[config.mk]
export PLATFORM = sky130hd
export DESIGN_NAME = if_fetch_unit
export DESIGN_NICKNAME = d
export VERILOG_FILES = /design/src/rtl/if_fetch_unit.sv
export SDC_FILE = /design/constraint.sdc
export NUM_CORES = 1
export LEC_CHECK = 0
export BUFFER_PORTS_ARGS = -buffer_cell sky130_fd_sc_hd__buf_2
export CAP_MARGIN = 20
export CORE_MARGIN = 1
export CORE_UTILIZATION = 50
export CTS_BUF_LIST = sky130_fd_sc_hd__clkbuf_8
export CTS_CLUSTER_DIAMETER = 100
export DETAILED_ROUTE_END_ITERATION = 8
export GPL_TIMING_DRIVEN = 0
export PLACE_DENSITY = 0.82
export REMOVE_ABC_BUFFERS = 1
export SYNTH_ARGS = -nofsm -noshare
export SYNTH_HDL_FRONTEND = slang
export SYNTH_SLANG_ARGS = --single-unit
export TNS_END_PERCENT = 5
[constraint.sdc]
create_clock -name clk -period 2.7 [get_ports clk]
set_input_delay 0.27 -clock clk [delete_from_list [all_inputs] [get_ports clk]]
set_output_delay 0.27 -clock clk [all_outputs]
set_load 0.05 [all_outputs]
[src/rtl/if_fetch_unit.sv]
// ----------------------------------------------------------------------------
// if_fetch_unit
//   Instruction-fetch stage feeding the IF/ID register. Owns the PC, keeps at
//   most one instruction-memory read in flight, and presents pc/instruction
//   together with im_stall. Redirects come from EX (branch/jump) and from the
//   CSR unit (trap entry / mret). CSR redirects win over EX redirects, and any
//   redirect wins over a normal advance.
//
// Ports
//   clk, reset          clock (rising edge), async active-low reset
//   IFID_write          hazard-unit enable for IF/ID (0 = hold)
//   dm_stall            data-memory stall, freezes presentation
//   branch_taken        EX redirect request, target in branch_target
//   CSR_interrupt       trap-entry redirect, target in csr_target
//   CSR_ret             mret redirect, target in csr_target
//   im_req/im_addr      IM read request / word-aligned address
//   im_ready            IM accepts the request this cycle
//   im_rvalid/im_rdata  IM read response
//   pc/instruction      presented fetch pair
//   im_stall            1 = no valid instruction presented, IF/ID must hold
// ----------------------------------------------------------------------------
module if_fetch_unit #(
    parameter logic [31:0] RESET_PC = 32'h0000_0000
) (
    input  logic        clk,
    input  logic        reset,
    input  logic        IFID_write,
    input  logic        dm_stall,
    input  logic        branch_taken,
    input  logic [31:0] branch_target,
    input  logic        CSR_interrupt,
    input  logic        CSR_ret,
    input  logic [31:0] csr_target,
    output logic        im_req,
    output logic [31:0] im_addr,
    input  logic        im_ready,
    input  logic        im_rvalid,
    input  logic [31:0] im_rdata,
    output logic [31:0] pc,
    output logic [31:0] instruction,
    output logic        im_stall
);

    localparam int unsigned XLEN = 32;
    localparam logic [XLEN-1:0] PC_STEP    = XLEN'(4);
    localparam logic [XLEN-1:0] RESET_ADDR = {RESET_PC[XLEN-1:2], 2'b00};

    typedef enum logic [1:0] {
        ST_REQ   = 2'd0,
        ST_WAIT  = 2'd1,
        ST_READY = 2'd2
    } state_e;

    state_e            state_q, state_d;
    logic [XLEN-1:0]   pc_q, pc_d;
    logic [XLEN-1:0]   req_addr_q, req_addr_d;
    logic [XLEN-1:0]   inst_q, inst_d;
    logic              kill_q, kill_d;
    logic              im_req_q, im_req_d;
    logic              im_stall_q, im_stall_d;

    logic              csr_redir;
    logic              redir;
    logic              advance;
    logic [XLEN-1:0]   tgt;
    logic [XLEN-1:0]   tgt_aligned;

    // Redirect selection and IF/ID advance qualification
    always_comb begin
        csr_redir   = CSR_interrupt | CSR_ret;
        redir       = csr_redir | branch_taken;
        tgt         = csr_redir ? csr_target : branch_target;
        tgt_aligned = {tgt[XLEN-1:2], 2'b00};
        advance     = IFID_write & ~im_stall_q & ~dm_stall;
    end

    // State register; im_req is low during reset and the first cycle after it
    always_ff @(posedge clk or negedge reset) begin
        if (!reset) begin
            state_q    <= ST_REQ;
            pc_q       <= RESET_PC;
            req_addr_q <= RESET_ADDR;
            inst_q     <= '0;
            kill_q     <= 1'b0;
            im_req_q   <= 1'b0;
            im_stall_q <= 1'b1;
        end else begin
            state_q    <= state_d;
            pc_q       <= pc_d;
            req_addr_q <= req_addr_d;
            inst_q     <= inst_d;
            kill_q     <= kill_d;
            im_req_q   <= im_req_d;
            im_stall_q <= im_stall_d;
        end
    end

    // Next-state and registered-output computation
    always_comb begin
        state_d    = state_q;
        pc_d       = pc_q;
        req_addr_d = req_addr_q;
        inst_d     = inst_q;
        kill_d     = kill_q;

        unique case (state_q)
            ST_REQ: begin
                // The pending request keeps its old address; a redirect only
                // marks the eventual response as stale.
                if (redir) begin
                    pc_d   = tgt;
                    kill_d = 1'b1;
                end
                if (im_req_q && im_ready) begin
                    state_d = ST_WAIT;
                end
            end
            ST_WAIT: begin
                if (redir) begin
                    pc_d   = tgt;
                    kill_d = 1'b1;
                end
                if (im_rvalid) begin
                    // A redirect arriving together with the data also kills it
                    if (kill_q || redir) begin
                        kill_d     = 1'b0;
                        req_addr_d = {pc_d[XLEN-1:2], 2'b00};
                        state_d    = ST_REQ;
                    end else begin
                        inst_d  = im_rdata;
                        state_d = ST_READY;
                    end
                end
            end
            ST_READY: begin
                if (redir) begin
                    pc_d       = tgt;
                    req_addr_d = tgt_aligned;
                    state_d    = ST_REQ;
                end else if (advance) begin
                    pc_d       = pc_q + PC_STEP;
                    req_addr_d = {pc_d[XLEN-1:2], 2'b00};
                    state_d    = ST_REQ;
                end
            end
            default: begin
                state_d = ST_REQ;
            end
        endcase

        im_req_d   = (state_d == ST_REQ);
        im_stall_d = (state_d != ST_READY) | kill_d;
    end

    assign im_req      = im_req_q;
    assign im_addr     = req_addr_q;
    assign pc          = pc_q;
    assign instruction = inst_q;
    assign im_stall    = im_stall_q;

endmodule

== Yosys cells after proc, flatten, opt, wreduce, memory -nomap -nowiden ==
Cells that the tools add are included.

* Register bits after elaboration: 101

* $add $sub $neg: 1
* Equal/unequal tests: 7
* Mux-type cells: 20
* Bitwise gates (word level): 8
* Reduce and logical (&&, ||, !) cells: 11

{| class="wikitable"
|+ Operator list
! operator !! number
|-
| 2-to-1 mux 32 bit || 8
|-
| case mux 32 bit (2 select lines) || 2
|-
| adder 32 x 3 -> 32 bit, second input constant || 1
|-
| 2-to-1 mux 2 bit || 5
|-
| != test 2 bit, second input constant || 3
|-
| case mux 2 bit (3 select lines) || 1
|-
| AND reduction 3 bit || 2
|-
| zero test 2 bit || 2
|-
| AND reduction 4 bit || 1
|-
| nonzero test 2 bit || 2
|-
| 2-to-1 mux 1 bit || 3
|-
| != test 3 bit, second input constant || 1
|-
| inverter 1 bit || 3
|-
| OR 1 bit || 3
|-
| AND 1 bit || 2
|-
| == test 2 x 1 -> 1 bit, second input constant || 1
|-
| == test 2 bit, second input constant || 1
|-
| != test 2 x 1 -> 1 bit, second input constant || 1
|-
| case mux 1 bit (2 select lines) || 1
|-
| AND reduction 2 bit || 1
|-
| OR reduction 2 bit || 1
|-
| logical AND 1 bit || 1
|-
| logical OR 1 bit || 1
|}

== Depth between registers and ports, before layout ==
Gate-level depths: netlist of run 1.

* Depth in word-level cells: 8
* Mapped depth: 8
* Depth with buffers taken out: 6

== Least setup slack after synthesis of run 1 ==
No wires, ideal clock.

* Kind: reg-to-reg
* Start point: register pc_q[10] (netlist: pc[10])
* End point: register pc_q[28] (netlist: pc[28])
* Setup time: 78 ps
* Arrival time: 2419 ps
* Data required time: 2622 ps
* Setup slack: 204 ps
* Cell stages (with the launch flop): 7
* Buffers on the path: 1
* Period minus slack after synthesis: 2496 ps
* Path through: dfrtp_1 nand4_2 or4_1 buf_2 or4_1 a21o_1 a21oi_1

* Cells in the longest elaborated chain, start to end: 4

{| class="wikitable"
|+ RTL lines
! element !! RTL line !! text
|-
| start, declared || 55 || <nowiki>logic [XLEN-1:0] pc_q, pc_d;</nowiki>
|-
| start signal, assigned || 89 || <nowiki>pc_q <= pc_d;</nowiki>
|-
| adder 32 x 3 -> 32 bit || 141 || <nowiki>pc_d = pc_q + PC_STEP;</nowiki>
|-
| 2-to-1 mux 32 bit || 140 || <nowiki>end else if (advance) begin</nowiki>
|-
| 2-to-1 mux 32 bit || 136 || <nowiki>if (redir) begin</nowiki>
|-
| case mux 32 bit (2 select lines) || 106 || <nowiki>unique case (state_q)</nowiki>
|}

No other way between the ends. The select of a mux whose other input is x is not followed.
A chain may end at the register's enable or synchronous reset.

== Final worst setup path of run 1 ==
* Start point: register state_q[1]
* End point: register req_addr_q[30] (netlist: im_addr[30])

* Cells in the longest elaborated chain, start to end: 3
* Elaborated cells between the ends (all ways): 8
* Classes of those cells: 5 x eq/ne; 1 x mux; 2 x reduce/logical

{| class="wikitable"
|+ RTL lines
! element !! RTL line !! text
|-
| start, declared || 54 || <nowiki>state_e state_q, state_d;</nowiki>
|-
| start signal, assigned || 88 || <nowiki>state_q <= state_d;</nowiki>
|-
| == test 2 bit or == test 2 x 1 -> 1 bit (tied branches) || 106 ||
|-
| != test 3 bit (no source line), or another cell as far along || -- ||
|-
| AND reduction 4 bit (no source line) || -- ||
|-
| end signal, assigned || 90 || <nowiki>req_addr_q <= req_addr_d;</nowiki>
|-
| end, declared || 56 || <nowiki>logic [XLEN-1:0] req_addr_q, req_addr_d;</nowiki>
|}

Parallel ways exist; a longest one is shown, timed or not.

==> impl_metrics.py, run 1 <==
metrics = {
    "status": {
        "status": "finished, final reports clean",
    },
    "clocking": {
        "cts_tree": "built",
        "insertion_delay_ps": 360,
        "clkSinkCount": 99,
        "cts.clk_slew.worst_paths_ps": 90,
        "ctsRootBufferMaster": "clkbuf_8",
        "ctsLongestPathBuffers": 2,
        "numCtsBuffers": 9,
        "cts_setup_buffers": 0,
        "h-tree-depth": 3,
    },
    "critical_path": {
        "crit_path_start_kind": "flop",
        "timing.rr.start": "state_q[1]$_DFF_PN0_",
        "arrival_ps": 2800,
        "cp.required_ps": 2940,
        "crit_fanout": 39,
        "crit_type": "reg -> reg",
        "crit_start": "state_q[1]$_DFF_PN0_",
        "end_kind": "flop",
    },
    "logic_synthesis": {
        "synth_edf_count": 0,
        "ys_seq_area_share_pct": 47.78,
        "syn_inst": 527,
        "syn_area_per_cell_um2": 9.843,
        "synth_ff_type": "dfrtp_1",
        "async_reset_ff_share_pct": 100.0,
        "ys_types": 52,
        "yosys_register_bits": 99,
        "yosys_warnings": 0,
        "synth_area_um2": 5187,
    },
    "sta": {
        "grt_setup_unrepaired": "no",
        "slew_headroom_pct": 27.90,
        "drv_slew": 0,
        "fin_crit_sh_pct": 94.48,
        "setup_viol": 0,
        "finClkSkew_ps": 9.119,
        "finalHoldViolCount": 0,
        "fin_tns_setup_ps": 0,
        "min_period_ps": 2551,
        "max_freq_ghz": 0.3920,
        "worst_pin_slew_ps": 1072,
    },
    "die": {
        "die_x_um": 103.9,
        "die_h_um": 103.9,
        "io_pins": 203,
        "core_area_um2": 9910,
        "die-area_um2": 10790,
        "initial_utilization_pct": 52.35,
        "num_rows": 36,
    },
    "drt": {
        "firstDrtPassIters": 8,
        "drt_iter0_markers": 318,
        "viasPerCell": 5.762,
        "drt-wirelength-per-cell_um": 17.48,
        "route.antenna.remaining_nets": 0,
        "drc": 0,
        "num_vias": 4869,
        "wl_um": 14770,
    },
    "hold_path": {
        "hold_start": "im_rdata[29]",
        "hp-class": "in -> reg",
    },
    "power": {
        "p_switching_uw": 2315,
        "internal_power_uw": 2736,
        "p_total_uw": 5052,
        "peakVddDrop_uv": 491.3,
        "p_comb_share_pct": 42.4,
        "leakagePower_uw": 0.003105,
        "swShare_pct": 45.83,
        "power.density_nw_per_um2": 776.6,
        "clkPwrFrac_pct": 17.6,
        "power_frac_seq_pct": 40.1,
    },
    "cells_and_area": {
        "final_util_pct": 65.64,
        "seq_area_um2": 2479,
        "nFillCells": 835,
        "drive_above_1_share_pct": 41.43,
        "nets": 813,
        "multiInputGateArea_um2": 2559,
        "syn2layout_area_growth_pct": 25.40,
        "diodes": 0,
        "finalNonFillerCells": 845,
    },
    "run": {
        "max-cap-violations": 0,
    },
    "global_routing": {
        "overflow": 0,
        "grtUsageTotal_pct": 27.73,
        "grt_pass1_wl_um": 23760,
        "grt_max_degree": 73,
        "antenna_found_initial": 0,
        "grt_pass1_vias": 4809,
    },
    "placement": {
        "hpwl_um": 10740,
        "gp_congestion": 0.8078,
        "io_buffers": 200,
        "placed_cells": 828,
    },
}
metal layers:
layer  vias to the layer above  GRT usage, %  wire length, um
li1                       2297             -                -
met1                      2302         35.27             6134
met2                       253         46.62             7132
met3                        17         6.266             1241
met4                         0         9.490              259
met5                         -             0                0
repair_timing:
| item | 4_1_cts | 5_1_grt |
|---|---|---|
| hold buffers | 1 | 0 |
| endpoints found under the hold margin | 27 | 0 |
| setup endpoints to repair | 1 | 6 |
| gates resized for setup | 1 | 1 |
per-stage QoR:
step	setup slack [ps]	hold slack, ps	area (um2)
after floorplan	-982.9	-25.59	5036
after global placement	-2109	458.5	6203
after detailed placement	-511.6	215.6	6310
after CTS	81.45	117.7	6504
after global routing	0.3932	115.8	6505
final	149.2	134.0	6505
layout by cell type (no fill, tap or decap), drive strengths merged, types with 5 or more instances in the layout:
cell type / instances
nor3: 10
or4: 9
nand4: 12
mux2: 57
or3: 7
dfrtp: 98
nor4: 11
nor2: 39
a21oi: 17
o21ai: 36
buf: 206
xnor2: 5
o31ai: 11
mux2i: 6
clkbuf: 11
nand2: 57
nand3: 13
a31oi: 21
and3: 10
cells by family after synthesis:
| kind of cell | synth area share, % |
|---|---|
| other | 0.07229 |
| XOR/XNOR | 1.519 |
| buffers and inverters | 3.280 |
| multiplexers | 13.53 |
| flip-flops | 47.78 |
| AO/OA/AOI/OAI | 14.57 |
| adder cells (fa/ha/maj) | 0.2412 |
| AND/OR/NAND/NOR | 19.01 |
flip-flops by register name, indices dropped and copies added, names as in the netlist:
register     flops
im_req           1
im_addr         30
instruction     32
pc              32
state_q          2
im_stall         1
kill_q           1
power groups by stage:
stage          Sequential, uW  Clock (uW)  Combinational (uW)
4_1_cts                  2020         906                2150
2_1_floorplan            3130           0                 455
5_1_grt                  2070         954                2250
3_5_place_dp             2050           0                2150
3_3_place_gp             2030           0                2110
6_report                 2020         887                2140
final cells by class:
type | count | share of cell area, %
clock inverters | 5 | 0.4232
repair buffers | 207 | 17.02
inverters | 4 | 0.2308
flip-flops and latches | 99 | 38.10
multi-input cells | 386 | 39.33
clock buffers | 11 | 2.327
well taps | 133 | 2.558
worst paths after layout:
kind | to | slack (ps) | depth (start not counted)
hold / removal | instruction[29]$_DFFE_PN0P_ | 130 | 2
hold reg to reg | im_addr[20]$_DFFE_PN0P_ | 490 | 2
min in group asynchronous | im_addr[10]$_DFFE_PN0P_ | 370 | 2
setup reg to reg | im_addr[30]$_DFFE_PN0P_ | 150 | 5
max in group asynchronous | im_stall$_DFF_PN1_ | 1620 | 3
setup / recovery | im_addr[30]$_DFFE_PN0P_ | 150 | 5
worst max-delay path: stages, from the launching register on:
cell and delay, ps:
dfrtp_1 580, nor2b_1 440, o21ai_0 270, nand2_4 450, mux2_2 390, a311o_1 310
Yosys cell counts, drive strengths merged (10+ instances only):
master,instances,area [um2]
dfrtp,98,2452
nand4,12,81.33
a21oi,17,85.08
a31oi,21,131.4
mux2,57,641.9
nand3,13,70.07
nor3,10,50.05
nor4,11,68.82
nor2,39,146.4
and3,10,62.56
o31ai,11,82.58
clkbuf,35,131.4
o21ai,36,180.2
nand2,57,214.0
Power figures use the tool's default switching activity.
==> run 2: changes to the inputs <==
Settings changed: CAP_MARGIN 20 to 10, CORE_UTILIZATION 50 to 49, PLACE_DENSITY 0.82 to 0.8.
==> run 2 against run 1 <==
Against the previous run:
- critical path depth unchanged
- critical endpoint unchanged
- largest cell class unchanged
- fmax is 2.6% lower
- sequential cell count is the same
==> impl_metrics.py, run 2 (same netlist as run 1, synthesis figures left out) <==
metrics = {
    "clocking": {
        "ctsLongestPathBuffers": 2,
        "h-tree-depth": 3,
        "numCtsBuffers": 9,
        "cts_tree": "built",
        "ctsRootBufferMaster": "clkbuf_8",
        "clkSinkCount": 99,
        "insertion_delay_ps": 360,
        "cts.clk_slew.worst_paths_ps": 90,
    },
    "power": {
        "clkPwrFrac_pct": 19.7,
        "swShare_pct": 44.67,
        "power.density_nw_per_um2": 790.9,
        "internal_power_uw": 2869,
        "power_frac_seq_pct": 39.1,
        "p_comb_share_pct": 41.2,
        "p_switching_uw": 2317,
        "peakVddDrop_uv": 503.4,
        "leakagePower_uw": 0.003119,
    },
    "critical_path": {
        "arrival_ps": 2860,
        "crit_type": "reg -> reg",
        "crit_path_start_kind": "flop",
        "end_kind": "flop",
        "crit_path_cell_trace": "nor2b_1 > o21ai_0 > nand2_4 > mux2_2 > a311o_1",
        "cpPeakStageDelay_ps": 600,
        "crit_fanout": 39,
        "cp.required_ps": 2940,
        "slowest_stage": "dfrtp_1",
        "rr_worst_depth": 5,
    },
    "cells_and_area": {
        "drive_above_1_share_pct": 41.49,
        "diodes": 0,
        "mostFrequentLayoutCells": "buf_2 (199), dfrtp_1 (98), mux2_2 (57)",
        "finalNonFillerCells": 847,
        "nFillCells": 880,
        "final_common_cell": "buf_2",
        "seq_area_um2": 2479,
        "nets": 813,
        "syn2layout_area_growth_pct": 26.41,
        "final_area_um2": 6558,
        "multiInputGateArea_um2": 2571,
    },
    "placement": {
        "dpl_cell_area_um2": 6322,
        "io_buffers": 200,
        "gp_congestion": 0.7878,
        "hpwl_um": 10480,
        "placed_cells": 831,
    },
    "die": {
        "initial_utilization_pct": 50.47,
        "io_pins": 203,
        "core_area_um2": 10280,
        "num_rows": 37,
        "die_x_um": 104.9,
        "die_h_um": 104.9,
        "die-area_um2": 11000,
    },
    "drt": {
        "viasPerCell": 5.758,
        "firstDrtPassIters": 5,
        "route.antenna.remaining_nets": 0,
        "drc": 0,
        "drt_iter0_markers": 251,
        "drt-wirelength-per-cell_um": 17.39,
        "wl_um": 14730,
        "num_vias": 4877,
    },
    "hold_path": {
        "hp-class": "in -> reg",
        "hold_depth": 2,
    },
    "global_routing": {
        "antenna_found_initial": 0,
        "overflow": 0,
        "grt_pass1_vias": 4719,
        "grtUsageTotal_pct": 27.51,
        "grt_pass1_wl_um": 23890,
        "grt_max_degree": 73,
    },
    "sta": {
        "min_period_ps": 2620,
        "finClkSkew_ps": 13.55,
        "grt_setup_unrepaired": "yes",
        "fin_tns_setup_ps": 0,
        "slew_headroom_pct": 35.29,
        "finalHoldViolCount": 0,
        "max_freq_ghz": 0.3817,
        "fin_crit_sh_pct": 97.03,
        "worst_pin_slew_ps": 967.1,
        "drv_slew": 0,
        "setup_viol": 0,
    },
    "run": {
        "max-cap-violations": 0,
    },
    "status": {
        "status": "finished, final reports clean",
    },
}
[run 2: cell types whose count changed in the layout (fill, tap and decap cells not counted), sizes merged]
cell	before	now
clkbuf	11	9
bufinv	0	2
clkinv	4	3
clkdlybuf4s18	0	1
buf	206	205
inv	4	5
clkinvlp	1	0
[run 2: layout make-up]
type | count | share of cell area (%)
Clock inverter | 6 | 1.259
Tap cell | 136 | 2.595
Sequential cell | 99 | 37.80
Timing Repair Buffer | 207 | 17.02
Multi-Input combinational cell | 386 | 39.21
Inverter | 4 | 0.2290
Clock buffer | 9 | 1.889
[run 2: final timing paths]
| path | from | end | slack, ps |
|---|---|---|---|
| hold / removal | im_rdata[8] | instruction[8]$_DFFE_PN0P_ | 130 |
| max in group asynchronous | reset | im_stall$_DFF_PN1_ | 1640 |
| setup reg to reg | state_q[1]$_DFF_PN0_ | im_addr[30]$_DFFE_PN0P_ | 80 |
| setup / recovery | state_q[1]$_DFF_PN0_ | im_addr[30]$_DFFE_PN0P_ | 80 |
| hold reg to reg | im_addr[20]$_DFFE_PN0P_ | im_addr[20]$_DFFE_PN0P_ | 480 |
| min in group asynchronous | reset | im_addr[11]$_DFFE_PN0P_ | 350 |
[run 2: stage by stage]
stage / util [%] / power, uW / hold slack, ps / setup WS (ps)
4_1_cts: 63.67 / 5218 / 117.9 / 56.94
5_1_grt: 63.81 / 5416 / 118.8 / -67.47
3_5_place_dp: 61.52 / 4192 / 216.3 / -521.0
3_3_place_gp: 60.40 / 4136 / 458.3 / -2163
2_1_floorplan: - / 3585 / -25.59 / -982.9
6_report: 63.81 / 5186 / 134.3 / 80.13
[run 2: repair_timing]
| action | in CTS | in global routing |
|---|---|---|
| hold endpoints to repair | 27 | 0 |
| endpoints found under the setup margin | 1 | 12 |
| setup buffers | 0 | 0 |
| resized for setup | 1 | 3 |
| hold buffers | 1 | 0 |
[run 2: power groups by stage]
| stage | clock (uW) | sequential (uW) | combinational [uW] |
|---|---|---|---|
| 2_1_floorplan | 0 | 3130 | 455 |
| 3_3_place_gp | 0 | 2030 | 2100 |
| 3_5_place_dp | 0 | 2050 | 2140 |
| 4_1_cts | 1040 | 2030 | 2150 |
| 5_1_grt | 1100 | 2070 | 2250 |
| 6_report | 1020 | 2030 | 2140 |
[run 2: metal layers]
layer	vias up	wire length (um)	global-route usage [%]
met5	-	0	0
li1	2285	-	-
met1	2338	6004	35.31
met3	15	1228	5.490
met4	0	282	10.46
met2	239	7213	45.88
[run 2: critical path: cells and delay by family (launching register included)]
family / cells / cell delay (ps)
multiplexers: 1 / 400
AND/OR/NAND/NOR: 2 / 900
flip-flops: 1 / 600
AO/OA/AOI/OAI: 2 / 590
